**src/rtl/inv_mix_columns_seq.sv**
```systemverilog
// AES InvMixColumns stage: captures a 128-bit state over valid/ready, transforms
// COLS_PER_CYCLE columns per clock, then holds the result until downstream accepts it.
module inv_mix_columns_seq #(
  parameter int COLS_PER_CYCLE = 1
) (
  input  logic         clk,
  input  logic         n_rst,
  input  logic         i_abort,
  input  logic         i_valid,
  output logic         o_ready,
  input  logic [127:0] i_state,
  output logic         o_valid,
  input  logic         i_ready,
  output logic [127:0] o_state
);

  // Handshake: a state is accepted at an edge where i_valid && o_ready; a result
  // is consumed at an edge where o_valid && i_ready; i_abort overrides both.

  if (!(COLS_PER_CYCLE == 1 || COLS_PER_CYCLE == 2 || COLS_PER_CYCLE == 4)) begin : g_bad_cols
    $error("COLS_PER_CYCLE must be 1, 2 or 4");
  end

  localparam logic [1:0] ST_IDLE = 2'd0;
  localparam logic [1:0] ST_BUSY = 2'd1;
  localparam logic [1:0] ST_DONE = 2'd2;

  localparam logic [1:0] COL_STEP = 2'(COLS_PER_CYCLE);
  localparam logic [1:0] LAST_COL = 2'(4 - COLS_PER_CYCLE);

  function automatic logic [7:0] xtime(input logic [7:0] x);
    return {x[6:0], 1'b0} ^ (x[7] ? 8'h1b : 8'h00);
  endfunction

  // Multiplies by 09/0B/0D/0E built from the x2, x4, x8 xtime chain.
  function automatic logic [31:0] inv_mix_col(input logic [31:0] col);
    logic [7:0] a  [4];
    logic [7:0] x2 [4];
    logic [7:0] x4 [4];
    logic [7:0] x8 [4];
    logic [7:0] m09[4];
    logic [7:0] m0b[4];
    logic [7:0] m0d[4];
    logic [7:0] m0e[4];
    logic [31:0] res;
    res = '0;
    for (int r = 0; r < 4; r++) begin
      a[r]   = col[31-8*r -: 8];
      x2[r]  = xtime(a[r]);
      x4[r]  = xtime(x2[r]);
      x8[r]  = xtime(x4[r]);
      m09[r] = x8[r] ^ a[r];
      m0b[r] = x8[r] ^ x2[r] ^ a[r];
      m0d[r] = x8[r] ^ x4[r] ^ a[r];
      m0e[r] = x8[r] ^ x4[r] ^ x2[r];
    end
    for (int r = 0; r < 4; r++) begin
      res[31-8*r -: 8] = m0e[r] ^ m0b[(r+1)%4] ^ m0d[(r+2)%4] ^ m09[(r+3)%4];
    end
    return res;
  endfunction

  logic [1:0]   state_q, state_d;
  logic [1:0]   col_q, col_d;
  logic [127:0] cap_q, cap_d;
  logic [127:0] res_q, res_d;
  logic [1:0]   idx;
  logic [1:0]   slot;

  always_comb begin
    state_d = state_q;
    col_d   = col_q;
    cap_d   = cap_q;
    res_d   = res_q;
    idx     = '0;
    slot    = '0;
    if (i_abort) begin
      state_d = ST_IDLE;
      col_d   = '0;
    end else begin
      case (state_q)
        ST_IDLE: begin
          if (i_valid) begin
            cap_d   = i_state;
            col_d   = '0;
            state_d = ST_BUSY;
          end
        end
        ST_BUSY: begin
          // Column c lives at bits [127-32c -: 32], i.e. slot (3-c) counting from the LSB.
          for (int k = 0; k < COLS_PER_CYCLE; k++) begin
            idx  = col_q + 2'(k);
            slot = ~idx;
            res_d[{slot, 5'd0} +: 32] = inv_mix_col(cap_q[{slot, 5'd0} +: 32]);
          end
          col_d = col_q + COL_STEP;
          if (col_q == LAST_COL) begin
            state_d = ST_DONE;
          end
        end
        ST_DONE: begin
          if (i_ready) begin
            state_d = ST_IDLE;
          end
        end
        default: state_d = ST_IDLE;
      endcase
    end
  end

  always_ff @(posedge clk or negedge n_rst) begin
    if (!n_rst) begin
      state_q <= ST_IDLE;
      col_q   <= '0;
      cap_q   <= '0;
      res_q   <= '0;
    end else begin
      state_q <= state_d;
      col_q   <= col_d;
      cap_q   <= cap_d;
      res_q   <= res_d;
    end
  end

  assign o_ready = (state_q == ST_IDLE);
  assign o_valid = (state_q == ST_DONE);
  assign o_state = res_q;

endmodule

```
**config.mk**
```make
export PLATFORM = sky130hd
export DESIGN_NAME = inv_mix_columns_seq
export DESIGN_NICKNAME = d
export VERILOG_FILES = /design/src/rtl/inv_mix_columns_seq.sv
export SDC_FILE = /design/constraint.sdc
export NUM_CORES = 1
export LEC_CHECK = 0
export ABC_AREA = 1
export CAP_MARGIN = 20
export CELL_PAD_IN_SITES_DETAIL_PLACEMENT = 1
export CELL_PAD_IN_SITES_GLOBAL_PLACEMENT = 2
export CORE_ASPECT_RATIO = 2
export CORE_UTILIZATION = 33
export CTS_CLUSTER_DIAMETER = 120
export DETAILED_ROUTE_END_ITERATION = 10
export GPL_TIMING_DRIVEN = 0
export PLACE_DENSITY = 0.95
export SYNTH_ARGS = -nofsm -noshare
export SYNTH_HDL_FRONTEND = slang
export SYNTH_SLANG_ARGS = --single-unit
export TNS_END_PERCENT = 5
```
**constraint.sdc**
```tcl
create_clock -name clk -period 4.15 [get_ports clk]
set_clock_uncertainty 0.05 [all_clocks]
set_input_delay 0.83 -clock clk [delete_from_list [all_inputs] [get_ports clk]]
set_output_delay 0.83 -clock clk [all_outputs]
set_load 0.005 [all_outputs]
```
Word level (Yosys, flattened, before mapping) --
Cells that the tools add are included.
Cells by class: shifts and indexed selects 3, reductions and logical operators 6, add/sub/neg operators 2, multiplexer cells 21, bitwise gates (word level) 50, eq/ne operators 6
Operators by type and width (count):
- $xor 8x8->8 | 36
- $bwmux 128 | 1
- $shift 32x9->128 const A | 1
- $shiftx 128x8->32 | 1
- $shiftx 32x9->128 | 1
- $xor 8x5->8 | 12
- $mux 5 | 12
- $mux 2 | 6
- $neg 7->9 | 1
- $ne 3x3->1 const B | 2
- $pmux 2 s3 | 1
- $reduce_and 3->1 | 2
- $eq 2x2->1 const B | 2
- $pmux 2 s2 | 1
- $reduce_and 2->1 | 2
- $ne 3x2->1 const B | 1
- $reduce_bool 3->1 | 1
- $add 2x1->2 const B | 1
- $eq 2x1->1 const B | 1
- $logic_not 2->1 | 1
- $not 2->2 | 1
- $not 1->1 | 1
Storage, ports and cells: input bits 133, output and inout bits 130, register bits 260

Longest topological paths before layout --
word-level depth 15, gate-level depth with buffers 23, depth with buffers taken out 20

Least setup slack after synthesis --
OpenSTA, ideal clock, no wires.
kind reg-to-reg, start register col_q[0], end register res_q[26] (netlist: o_state[26]), slack 1582 ps, arrival time 2452 ps, clock period less this slack 2568 ps, required time 4034 ps, cell stages (with the launch flop) 11, library setup time 66 ps, cells stage by stage dfrtp_1 buf_6 inv_6 buf_6 buf_4 clkbuf_1 ha_1 nor4_2 buf_1 nand3_1 nand2_1
Between the ends: word-level cells in the longest chain between the ends 13
RTL lines:
- start: declaration | line 64 | logic [1:0] col_q, col_d;
- start signal: assignment | line 119 | col_q <= col_d;
- $not 2->2 * | line 93 | slot = ~idx;
- $shiftx 128x8->32 | line 94 | res_d[{slot, 5'd0} +: 32] = inv_mix_col(cap_q[{slot, 5'd0} +: 32]);
- $xor 8x5->8 / $mux 5 (equally long branches) (2 in a row) | line 32 | return {x[6:0], 1'b0} ^ (x[7] ? 8'h1b : 8'h00);
- $mux 5 / $xor 8x5->8 (equally long branches) | line 32
- $xor 8x5->8 | line 32
- $xor 8x8->8 (on tied branches) | line 54, 55, 53
- $xor 8x8->8 (on tied branches) | line 55, 53
- $xor 8x8->8 (3 in a row) | line 58 | res[31-8*r -: 8] = m0e[r] ^ m0b[(r+1)%4] ^ m0d[(r+2)%4] ^ m09[(r+3)%4];
- $shiftx 32x9->128 | line 94
- $bwmux 128 * | line 94
- end signal: assignment | line 121 | res_q <= res_d;
- end: declaration | line 66 | logic [127:0] res_q, res_d;
Every way passes the cells marked *; elsewhere a longest branch is shown, timed or not. A chain may end at the register's enable or synchronous reset.

Worst setup path in the final report --
start register col_q[0], end register res_q[2] (netlist: o_state[2])
Same word-level chain as after synthesis.

==> run_summary.xml <==
<?xml version="1.0" encoding="UTF-8"?>
<metrics>
  <group name="yosys">
    <metric name="dominantRegCellSynth" unit="">sky130_fd_sc_hd__dfrtp_1</metric>
    <metric name="yosys_warning_total" unit="">0</metric>
    <metric name="ys_top_cells_by_area" unit="">sky130_fd_sc_hd__dfrtp_1 42%, sky130_fd_sc_hd__nand2_1 23%, sky130_fd_sc_hd__mux2_2 8.6%</metric>
    <metric name="synth_top_cell_by_area" unit="">sky130_fd_sc_hd__dfrtp_1</metric>
    <metric name="cell_count_after_synthesis" unit="">1996</metric>
    <metric name="synth_area_per_inst" unit="sq um">7.72</metric>
    <metric name="yosysSeqAreaShare" unit="%">42.2</metric>
    <metric name="synth.ff_latch_count" unit="">260</metric>
    <metric name="synth_largest_type_area_fraction" unit="%">42.2</metric>
    <metric name="ys_async_sr_fraction" unit="%">100</metric>
    <metric name="synthTopCellsByCount" unit="">943 x sky130_fd_sc_hd__nand2_1, 260 x sky130_fd_sc_hd__dfrtp_1, 207 x sky130_fd_sc_hd__nand3_1, 118 x sky130_fd_sc_hd__mux2_2, 72 x sky130_fd_sc_hd__xor2_1</metric>
    <metric name="synthesis.area" unit="sq um">15400</metric>
    <metric name="synth.net_count" unit="">2134</metric>
    <metric name="yosysUniqueCellTypes" unit="">39</metric>
    <metric name="synth_edf_count" unit="">0</metric>
    <metric name="synthMostInstantiatedCell" unit="">sky130_fd_sc_hd__nand2_1</metric>
  </group>
  <group name="cts">
    <metric name="post-cts-setup-buffer-count" unit="">0</metric>
    <metric name="h-tree-depth" unit="">1</metric>
    <metric name="cts.sink_count" unit="">260</metric>
    <metric name="cts_tree" unit="">built</metric>
    <metric name="cts_hold_buffers" unit="">0</metric>
    <metric name="worst_case_clock_buffer_depth" unit="">3</metric>
    <metric name="cts.clk_slew.worst_paths" unit="ns">0.08</metric>
    <metric name="cts_made_buffers" unit="">25</metric>
    <metric name="clock_tree.root_cell" unit="">sky130_fd_sc_hd__clkbuf_16</metric>
    <metric name="worst_skew_late_latency" unit="ns">0.58</metric>
    <metric name="post_cts_resized" unit="">0</metric>
  </group>
  <group name="placed_design">
    <metric name="gp_congestion" unit="">0.918</metric>
    <metric name="number_of_buffer_cells_added_on_primary_ports" unit="">262</metric>
    <metric name="dp.final_hpwl" unit="mm">53.8</metric>
    <metric name="post_dp_cell_area" unit="sq um">18900</metric>
  </group>
  <group name="worst_setup_path">
    <metric name="timing.critical_path.arrival" unit="ns">4.27</metric>
    <metric name="delay_heaviest_family_cp" unit="">buffers and inverters</metric>
    <metric name="critPathRequiredTime" unit="ns">4.60</metric>
    <metric name="worstPathCellList" unit="">buf_6 &gt; inv_6 &gt; buf_6 &gt; buf_4 &gt; clkbuf_1 &gt; ha_1 &gt; nor4_2 &gt; buf_1 &gt; nand3_1 &gt; nand2_1</metric>
    <metric name="critical_path.startpoint_type" unit="">flop</metric>
    <metric name="crit_path_max_fanout" unit="">11</metric>
    <metric name="crit_path_top_delay_cell" unit="">sky130_fd_sc_hd__nor4_2</metric>
    <metric name="critical_path_buf_inv_count" unit="">6</metric>
    <metric name="endpoint_kind" unit="">flop</metric>
    <metric name="timing.critical_path.slowest_cell_delay" unit="ns">0.82</metric>
    <metric name="setup.worst_path.class" unit="">flop to flop</metric>
    <metric name="critical_path.most_common_cell" unit="">sky130_fd_sc_hd__buf_6</metric>
  </group>
  <group name="pwr">
    <metric name="powerDensity" unit="nW/um^2">844</metric>
    <metric name="vdd.ir_drop.worst" unit="uV">346</metric>
    <metric name="leakage" unit="nW">9.87</metric>
    <metric name="finalPower" unit="W">0.0167</metric>
  </group>
  <group name="floorplan">
    <metric name="placeableCoreArea" unit="sq um">46000</metric>
    <metric name="ioPinCount" unit="">263</metric>
    <metric name="num_rows" unit="">111</metric>
    <metric name="floorplan.die.height" unit="um">308</metric>
    <metric name="start_util" unit="%">33.5</metric>
    <metric name="die-area" unit="sq um">47600</metric>
    <metric name="die_width" unit="um">155</metric>
  </group>
  <group name="timing">
    <metric name="worst_slew_slack_as_a_fraction_of_its_limit" unit="%">34.3</metric>
    <metric name="finalSetupViolations" unit="">0</metric>
    <metric name="final_max_slew_viol_count" unit="">0</metric>
    <metric name="clock.fmax" unit="GHz">0.262</metric>
    <metric name="worst_pin_slew" unit="ns">0.977</metric>
    <metric name="grt_setup_unrepaired" unit="">no</metric>
    <metric name="timing_hold_violations_final" unit="">0</metric>
    <metric name="post-route-min-period" unit="ns">3.81</metric>
    <metric name="final_min_period_over_clock_period" unit="%">91.8</metric>
  </group>
  <group name="global_routing">
    <metric name="first_global_vias" unit="">16500</metric>
    <metric name="grtUsageTotal" unit="%">28.2</metric>
    <metric name="grt_first_pass_wirelength" unit="mm">99.2</metric>
    <metric name="antenna_found_initial" unit="">0</metric>
    <metric name="grt_max_degree" unit="">117</metric>
    <metric name="grt_remaining_overflow" unit="">0</metric>
  </group>
  <group name="route">
    <metric name="totalWireLength" unit="mm">65.0</metric>
    <metric name="ant_nets" unit="">0</metric>
    <metric name="first_pass_drt_iterations" unit="">5</metric>
    <metric name="num_vias" unit="">14800</metric>
    <metric name="wl_per_cell" unit="um">22.2</metric>
    <metric name="route.detailed.vias_per_inst" unit="">5.06</metric>
    <metric name="total_drc_errors_in_the_routed_layout" unit="">0</metric>
    <metric name="dr.first_iter.drc_count" unit="">486</metric>
  </group>
  <group name="final_layout">
    <metric name="fin_util" unit="%">42.9</metric>
    <metric name="area_delta_synth_final" unit="%">28.1</metric>
    <metric name="design_area" unit="sq um">19700</metric>
    <metric name="nNetsFinal" unit="">2425</metric>
    <metric name="antenna-diode-count" unit="">0</metric>
    <metric name="post_route_cells_drive_above_1_share" unit="%">12.2</metric>
  </group>
  <group name="status">
    <metric name="run_status" unit="">finished clean</metric>
  </group>
  <group name="flow_run">
    <metric name="cap_violations" unit="">0</metric>
  </group>
  <group name="worst_hold_path">
    <metric name="min_path_type" unit="">primary input to asynchronous set/reset pin</metric>
  </group>
</metrics>
==> cell usage in the layout (no fill, tap or decap), types with 6 or more instances in the layout <==
cell type and n:
sky130_fd_sc_hd__inv_2 8, sky130_fd_sc_hd__a21oi_1 11, sky130_fd_sc_hd__nand2_2 51, sky130_fd_sc_hd__clkdlybuf4s50_1 261, sky130_fd_sc_hd__buf_1 10, sky130_fd_sc_hd__dfrtp_1 260, sky130_fd_sc_hd__clkbuf_8 6, sky130_fd_sc_hd__buf_6 11
sky130_fd_sc_hd__inv_1 71, sky130_fd_sc_hd__mux2_2 118, sky130_fd_sc_hd__nand3b_1 11, sky130_fd_sc_hd__nand3_2 6, sky130_fd_sc_hd__nand3_1 207, sky130_fd_sc_hd__xnor2_1 28, sky130_fd_sc_hd__nand2_1 943, sky130_fd_sc_hd__o21ai_1 8
sky130_fd_sc_hd__buf_4 7, sky130_fd_sc_hd__clkbuf_1 36, sky130_fd_sc_hd__buf_2 14, sky130_fd_sc_hd__o21ai_0 19, sky130_fd_sc_hd__nor2_1 28, sky130_fd_sc_hd__nand4_1 37, sky130_fd_sc_hd__clkbuf_16 25, sky130_fd_sc_hd__xor2_1 72
==> stage by stage <==
step	std cells	TNS, ns	setup slack (ns)	hold slack (ns)
final	2925	0	0.339	0.0974
after global routing	2925	0	0.224	0.107
after CTS	2925	0	0.368	0.0886
after detailed placement	2881	0	0.439	0.421
after global placement	2879	-2230.58	-8.64	0.416
after floorplan	1996	0	1.58	0.422
==> state kept, by name, indices dropped and copies added (netlist names) <==
name     count
cap_q      128
o_state    128
col_q        2
state_q      2
==> power by group <==
| part | total (W) | internal (W) | switching [W] |
|---|---|---|---|
| registers | 0.00342 | 0.00308 | 0.000336 |
| clock network | 0.00249 | 0.00140 | 0.00109 |
| logic | 0.0107 | 0.00330 | 0.00744 |
==> cell families after synthesis <==
kind of cell / synth area share, %
xor+xnor: 6.50
simple gates: 35.7
fa+ha+maj: 0.406
compound gates: 1.83
flops: 42.2
buf+inv: 4.69
mux: 8.62
==> worst reg2reg max path: cells and delay by family (launching register included) <==
| kind | cells | cell delay (ns) |
|---|---|---|
| simple gates | 3 | 1.11 |
| buf+inv | 6 | 1.74 |
| flops | 1 | 0.49 |
| fa+ha+maj | 1 | 0.37 |
==> per-layer routing <==
| metal | share of wire, % | global-route usage [%] | vias up |
|---|---|---|---|
| li1 | - | - | 6958 |
| met1 | 33 | 26.4 | 7231 |
| met2 | 56 | 55.5 | 441 |
| met3 | 3.1 | 2.76 | 183 |
| met4 | 8.2 | 20.8 | 0 |
| met5 | 0 | 0 | - |
==> path summary, 6_finish.rpt <==
path                                   from      endpoint  slack (ns)  cells past startpoint
worst max-delay path               col_q[0]    o_state[2]        0.34                     10
worst min-delay path                  n_rst     cap_q[18]         0.1                      1
worst max register to register     col_q[0]    o_state[2]        0.34                     10
worst min register to register  o_state[71]   o_state[71]        0.43                      2
max in group asynchronous             n_rst  o_state[118]        2.98                      2
min in group clk                o_state[71]   o_state[71]        0.43                      2
==> cell type report <==
type | instances | area [sq um]
fill | 5578 | 26200
multi-input combinational | 1579 | 8180
sequential | 260 | 6510
timing repair buffer | 264 | 2680
tap | 621 | 777
clock buffer | 33 | 716
buffer | 76 | 412
inverter | 81 | 312
clock inverter | 11 | 149
No activity file was read; power rests on OpenSTA's default activity.
